`config.mk`:
```
export PLATFORM = sky130hd
export DESIGN_NAME = pwm_timebase
export DESIGN_NICKNAME = d
export VERILOG_FILES = /design/src/rtl/pwm_timebase.sv
export SDC_FILE = /design/constraint.sdc
export NUM_CORES = 1
export LEC_CHECK = 0
export CORE_UTILIZATION = 40
export DETAILED_ROUTE_END_ITERATION = 6
export PLACE_DENSITY = 0.74
export SLEW_MARGIN = 20
export SYNTH_ARGS = -nofsm -noshare
export SYNTH_HDL_FRONTEND = slang
export SYNTH_SLANG_ARGS = --single-unit
```
`constraint.sdc`:
```
create_clock -name clk -period 2.5 [get_ports clk]
set_clock_uncertainty 0.2 [all_clocks]
set_input_delay 0.375 -clock clk [delete_from_list [all_inputs] [get_ports clk]]
set_output_delay 0.375 -clock clk [all_outputs]
set_load 0.005 [all_outputs]
```
`src/rtl/pwm_timebase.sv`:
```
// pwm_timebase: coarse PWM timebase with double-buffered period/compare values.
// A write taken while counting is held in a shadow and only becomes active
// together with the next tb==0 cycle, so a PWM cycle never mixes old and new
// settings. Optional macro PWM_TB_CLAMP_EN clamps captured compares whose
// coarse field lies beyond the captured period.
module pwm_timebase #(
    parameter int WIDTH  = 17,
    parameter int HRBITS = 3
) (
    input  logic                      clk,
    input  logic                      rst_n,
    input  logic                      en,
    input  logic                      wr_valid,
    output logic                      wr_ready,
    input  logic [WIDTH-HRBITS-2:0]   wr_period,
    input  logic [WIDTH-2:0]          wr_cmpH,
    input  logic [WIDTH-2:0]          wr_cmpL,
    output logic [WIDTH-HRBITS-2:0]   tb,
    output logic [WIDTH-2:0]          cmpH,
    output logic [WIDTH-2:0]          cmpL,
    output logic                      sync,
    output logic                      upd_done
);

    localparam int CW = WIDTH - HRBITS - 1;  // coarse timebase width
    localparam int FW = WIDTH - 1;           // compare width (coarse:fine)

    localparam logic [1:0] S_IDLE = 2'd0;
    localparam logic [1:0] S_RUN  = 2'd1;
    localparam logic [1:0] S_PEND = 2'd2;

    localparam logic [FW-1:0] CMPL_RST = FW'(50);

    logic [1:0]    state_q, state_d;
    logic [CW-1:0] tb_q, tb_d;
    logic          sync_q, sync_d;
    logic          upd_q, upd_d;
    logic          rdy_q, rdy_d;
    logic [CW-1:0] per_q, per_d;
    logic [FW-1:0] cmph_q, cmph_d;
    logic [FW-1:0] cmpl_q, cmpl_d;
    logic [CW-1:0] shp_q, shp_d;
    logic [FW-1:0] shh_q, shh_d;
    logic [FW-1:0] shl_q, shl_d;

    logic [FW-1:0] cap_h, cap_l;
    logic [CW-1:0] per_act;
    logic          accept, wrap;

`ifdef PWM_TB_CLAMP_EN
    // Pull compares that would never match back onto the last tb of the cycle
    always_comb begin
        cap_h = wr_cmpH;
        cap_l = wr_cmpL;
        if (wr_cmpH[FW-1:HRBITS] > wr_period) cap_h = {wr_period, {HRBITS{1'b0}}};
        if (wr_cmpL[FW-1:HRBITS] > wr_period) cap_l = {wr_period, {HRBITS{1'b0}}};
    end
`else
    assign cap_h = wr_cmpH;
    assign cap_l = wr_cmpL;
`endif

    // A zero period would stall the counter at 0; run it as a 2-cycle period
    assign per_act = (per_q == '0) ? CW'(1) : per_q;
    assign accept  = wr_valid && rdy_q;
    assign wrap    = (state_q != S_IDLE) && (tb_q == per_act);

    // Next-state: counter, sync, shadow capture and shadow->active transfer
    always_comb begin
        state_d = state_q;
        tb_d    = tb_q;
        sync_d  = 1'b0;
        upd_d   = 1'b0;
        per_d   = per_q;
        cmph_d  = cmph_q;
        cmpl_d  = cmpl_q;
        shp_d   = shp_q;
        shh_d   = shh_q;
        shl_d   = shl_q;
        if (!en) begin
            // Stopping: nothing to stay coherent with, so load right away
            state_d = S_IDLE;
            tb_d    = '0;
            if (state_q == S_PEND) begin
                per_d = shp_q; cmph_d = shh_q; cmpl_d = shl_q; upd_d = 1'b1;
            end else if (accept) begin
                per_d = wr_period; cmph_d = cap_h; cmpl_d = cap_l; upd_d = 1'b1;
            end
        end else if (state_q == S_IDLE) begin
            state_d = S_RUN;
            tb_d    = '0;
            sync_d  = 1'b1;
            if (accept) begin
                per_d = wr_period; cmph_d = cap_h; cmpl_d = cap_l; upd_d = 1'b1;
            end
        end else begin
            tb_d   = wrap ? '0 : tb_q + 1'b1;
            sync_d = wrap;
            if (state_q == S_PEND && wrap) begin
                per_d = shp_q; cmph_d = shh_q; cmpl_d = shl_q; upd_d = 1'b1;
                state_d = S_RUN;
            end
            // Only reachable from RUN (ready is low in PEND), so a write on
            // the wrap cycle waits for the following wrap
            if (accept) begin
                shp_d = wr_period; shh_d = cap_h; shl_d = cap_l;
                state_d = S_PEND;
            end
        end
        rdy_d = (state_d != S_PEND);
    end

    // State and output registers; reset drops any pending shadow
    always_ff @(posedge clk) begin
        if (!rst_n) begin
            state_q <= S_IDLE;
            tb_q    <= '0;
            sync_q  <= 1'b0;
            upd_q   <= 1'b0;
            rdy_q   <= 1'b1;
            per_q   <= '1;
            cmph_q  <= '0;
            cmpl_q  <= CMPL_RST;
            shp_q   <= '0;
            shh_q   <= '0;
            shl_q   <= '0;
        end else begin
            state_q <= state_d;
            tb_q    <= tb_d;
            sync_q  <= sync_d;
            upd_q   <= upd_d;
            rdy_q   <= rdy_d;
            per_q   <= per_d;
            cmph_q  <= cmph_d;
            cmpl_q  <= cmpl_d;
            shp_q   <= shp_d;
            shh_q   <= shh_d;
            shl_q   <= shl_d;
        end
    end

    assign tb       = tb_q;
    assign sync     = sync_q;
    assign upd_done = upd_q;
    assign wr_ready = rdy_q;
    assign cmpH     = cmph_q;
    assign cmpL     = cmpl_q;

endmodule

```
; ---- Yosys cells after proc, flatten, opt, wreduce, memory -nomap -nowiden
; Index checks and enable logic that the tools add are counted.
[totals]
out_inout_bits = 48
register_bits = 108
in_bits = 49
word_cells = 54
[classes]
n_bitwise = 3
n_reduce_logical = 9
n_addsub = 1
muxes = 26
eq_ne = 4
[op_table]
columns = operator, n
row1 = $mux 16, 10
row2 = $mux 13, 6
row3 = $add 13x1->13 const B, 1
row4 = $eq 13x13->1, 1
row5 = $logic_not 13->1, 1
row6 = $mux 2, 4
row7 = $mux 1, 6
row8 = $reduce_or 4->1, 1
row9 = $logic_and 1x1->1, 3
row10 = $ne 3x1->1 const B, 1
row11 = $not 1->1, 3
row12 = $reduce_and 3->1, 1
row13 = $eq 2x2->1 const B, 1
row14 = $logic_not 2->1, 1
row15 = $ne 2x2->1 const B, 1
row16 = $reduce_and 2->1, 1
row17 = $reduce_bool 2->1, 1

; ---- Logic depth before layout (Yosys ltp)
[depth]
word_depth = 10
depth_mapped = 8
ltp_nobuf = 6

; ---- Least setup slack after synthesis
; No wires, ideal clock.
[synth_timing]
path_type = register to register
start = register tb_q[1], in the netlist tb[1]
end = register tb_q[0], in the netlist tb[0]
path_stages_with_launch = 8
arrival_time_ns = 1.692
setup_time_ns = 0.122
n_path_buf = 1
slack_ns = 0.486
t_required_ns = 2.178
synth_period_minus_slack_ns = 2.014
cell_sequence = dfxtp_1 > xnor2_1 > o221ai_1 > nor4_4 > or3b_4 > nand2_4 > buf_6 > nor2_1
[synth_via]
elab_chain_cells = 3
[synth_rtl]
columns = item, line
row1 = from (decl), 35  ; logic [CW-1:0] tb_q, tb_d;
row2 = from (signal assigned), 129  ; tb_q <= tb_d;
row3 = $eq 13x13->1, 66  ; assign wrap = (state_q != S_IDLE) && (tb_q == per_act);
row4 = $logic_and 1x1->1, 66
row5 = $reduce_or 4->1 (no source line), n/a
; Every way passes these cells.
; A chain may end at the register's enable or synchronous reset.

; ---- Worst setup path in the final report
[layout_timing]
start = register per_q[1]
end = register cmpl_q[7], in the netlist cmpL[7]
[layout_via]
elab_chain_cells = 6
[layout_rtl]
columns = item, line
row1 = from (decl), 39  ; logic [CW-1:0] per_q, per_d;
row2 = from (signal assigned), 133  ; per_q <= per_d;
row3 = $logic_not 13->1, 64  ; assign per_act = (per_q == '0) ? CW'(1) : per_q;
row4 = $mux 13 *, 64
row5 = $eq 13x13->1 *, 66
row6 = $logic_and 1x1->1 *, 66
row7 = $logic_and 1x1->1 *, 99  ; if (state_q == S_PEND && wrap) begin
row8 = $ne 3x1->1 (no source line) *, n/a
row9 = to (signal assigned), 135  ; cmpl_q <= cmpl_d;
row10 = to (decl), 41  ; logic [FW-1:0] cmpl_q, cmpl_d;
; Every way passes the cells marked *; elsewhere a longest branch is shown, timed or not.

==> flow_summary.ini <==
[status]
run_status = finished clean

[clocking]
numCtsBuffers = 9
cts-hold-fix-buffers = 0
cts_tree = built
ctsResizeCount = 0
cts_root_buffer = clkbuf_16
cts_max_level = 3
clk_path_buf_depth = 2
insertion_delay_ns = 0.36
clk_pin_slew_ns = 0.07
cts.sinks = 108
post_cts_buffers = 0

[global_routing]
grt_pass1_vias = 4405
grt.total_usage = 0.1984
grt_max_degree = 61
use_met2 = 0.3215
antenna_found_initial = 0
busiest_layer = met2
grt_pass1_wl_um = 21070
grt.met3_usage = 0.04016
grt_overflow = 0
gr-usage-met1 = 0.2547

[layout]
areaGrowthSynthToFinish_pct = 28.45
nets = 776
drive_gt1_frac = 0.05753
post-route-util = 0.5325
diodes = 0
n_fill_cell = 1143

[synth]
avgSynthCellArea_um2 = 8.072
synthCells = 656
synth-seq-area-share = 0.4083
yosys.cell_types.count = 39
yosysWarnings = 0
syn-cell-area_um2 = 5295
synthFlopType = dfxtp_1
synth_edf_count = 0
ys_ff_latch = 108
synth_nets = 706
ys_async_sr_fraction = 0

[timing]
drv_slew = 0
fmax_mhz = 442.3
worstMarginPinSlew_ns = 0.6680
hold_slack_ns = 0.2627
tns_ns = 0
relSlewSlack = 0.5530
period_share = 0.9044
setup_viol = 0
hold_viol = 0
fin_crit_ns = 2.261
rsz0062_at_grt = false

[critical_path]
cpMaxStageDelayCell = dfxtp_1
worstSetupStartpointType = flop
arrival_ns = 2.35
path_class = flop to flop
required_ns = 2.59
critPathMaxFanout = 22
crit_chain = nor4_1 -> a31oi_1 -> xnor2_1 -> nor2_1 -> a31oi_4 -> clkbuf_16 -> mux2i_1
cpPeakStageDelay_ns = 0.37
cp_num_buf_inv = 1
endpoint_kind = flop
critPathTopFamily = compound AO/OA/AOI/OAI gates

[route]
drcViolationCount = 0
wl_um = 13280
viasPerCell = 5.241
drt_iter0_drc = 299
detail-route-antenna-nets = 0
dr_total_vias = 4727
wl_per_cell_um = 14.72
dr.pass1.iters = 5

[placement]
port_buffers = 96
place.gp.congestion = 0.8081
dpl.hpwl_um = 8316

[power_and_ir_drop]
powerDensity_nw_per_um2 = 626.7
irDropWorstVdd_mv = 0.3387
finalPower_mw = 4.262
p_leak_nw = 2.417

[floorplanning]
die_area_um2 = 13700
ioPinCount = 97
fp.dieW_um = 117.1
die_h_um = 117.1
row_count = 41
core_um2 = 12770
start_util = 0.4145

[flow_run]
drv_cap = 0

[min_path]
hp-class = flop to flop
[cell usage after synthesis, types with 4 or more instances]
master | count | area (µm²)
nand2_1 | 201 | 754.5
dfxtp_1 | 108 | 2162
nor2_1 | 48 | 180.2
mux2i_1 | 45 | 450.4
clkbuf_1 | 40 | 150.1
a21boi_0 | 39 | 292.8
nand3_1 | 37 | 185.2
o211ai_1 | 29 | 217.7
nor2b_1 | 16 | 100.1
o311a_1 | 16 | 160.2
xnor2_1 | 11 | 96.34
xor2_1 | 11 | 96.34
a21boi_1 | 6 | 45.04
buf_2 | 5 | 25.02
inv_1 | 5 | 18.77
and3_1 | 4 | 25.02
buf_12 | 4 | 80.08
[final cells by class]
| class | instances | area [µm²] | area share |
|---|---|---|---|
| Clock inverter | 4 | 120.1 | 0.01766 |
| Multi-Input combinational cell | 492 | 2877 | 0.4229 |
| Sequential cell | 108 | 2162 | 0.3179 |
| Tap cell | 172 | 215.2 | 0.03164 |
| Timing Repair Buffer | 110 | 1156 | 0.1700 |
| Clock buffer | 11 | 252.7 | 0.03716 |
| Inverter | 5 | 18.77 | 0.002759 |
[metrics by stage]
step / instance area [µm²] / cells / setup slack (ns)
after floorplan: 5295 / 656 / 0.4861
after global placement: 6396 / 885 / 0.2102
after detailed placement: 6396 / 885 / 0.08929
after CTS: 6769 / 900 / 0.1860
after global routing: 6802 / 902 / 0.001145
final: 6802 / 902 / 0.2390
[state kept, by name, summed over array words and instances, names as in the netlist]
signal and count:
shh_q 16, shp_q 13, cmpH 16, cmpL 16
per_q 13, state_q 2, tb 13, sync 1
shl_q 16, upd_done 1, wr_ready 1
[layer usage]
layer | vias to the layer above | wire [µm]
li1 | 2355 | -
met1 | 2227 | 6141
met2 | 120 | 6213
met3 | 25 | 602
met4 | 0 | 322
met5 | - | 0
[power by group]
group / internal [mW] / switching [mW]
clock network: 1.13 / 0.644
logic: 0.321 / 0.278
registers: 1.81 / 0.0813
[path summary, 6_finish.rpt]
path	start	endpoint	slack (ns)	depth (start not counted)
setup / recovery	per_q[1]$_SDFFE_PN1P_	cmpL[7]$_SDFFE_PN0P_	0.24	7
hold / removal	shl_q[3]$_SDFFE_PN0P_	shl_q[3]$_SDFFE_PN0P_	0.26	2
setup reg to reg	per_q[1]$_SDFFE_PN1P_	cmpL[7]$_SDFFE_PN0P_	0.24	7
hold reg to reg	shl_q[3]$_SDFFE_PN0P_	shl_q[3]$_SDFFE_PN0P_	0.26	2
[tightest hold or removal path: cells and delay by family, from the launching register on]
family | cells | cell delay [ns]
AND/OR/NAND/NOR | 1 | 0.05
flip-flops | 1 | 0.32
AO/OA/AOI/OAI | 1 | 0.05
[kinds of logic after synthesis]
logic type,count (synthesis),synth area share
flops,108,0.4083
xor+xnor,22,0.03639
buf+inv,56,0.05600
simple gates,319,0.2547
compound gates,104,0.1550
mux,46,0.08719
fa+ha+maj,1,0.002363
[layout by cell type (no fill, tap or decap), drive strengths merged, types with 14 or more instances in the layout]
master | synthesis | routed
buf | 11 | 14
o211ai | 29 | 29
dfxtp | 108 | 108
a21boi | 45 | 45
clkdlybuf4s50 | 0 | 95
nand3 | 37 | 37
mux2i | 45 | 45
o311a | 16 | 16
nand2 | 202 | 202
nor2b | 16 | 16
nor2 | 49 | 49
Power figures use the tool's default switching activity.
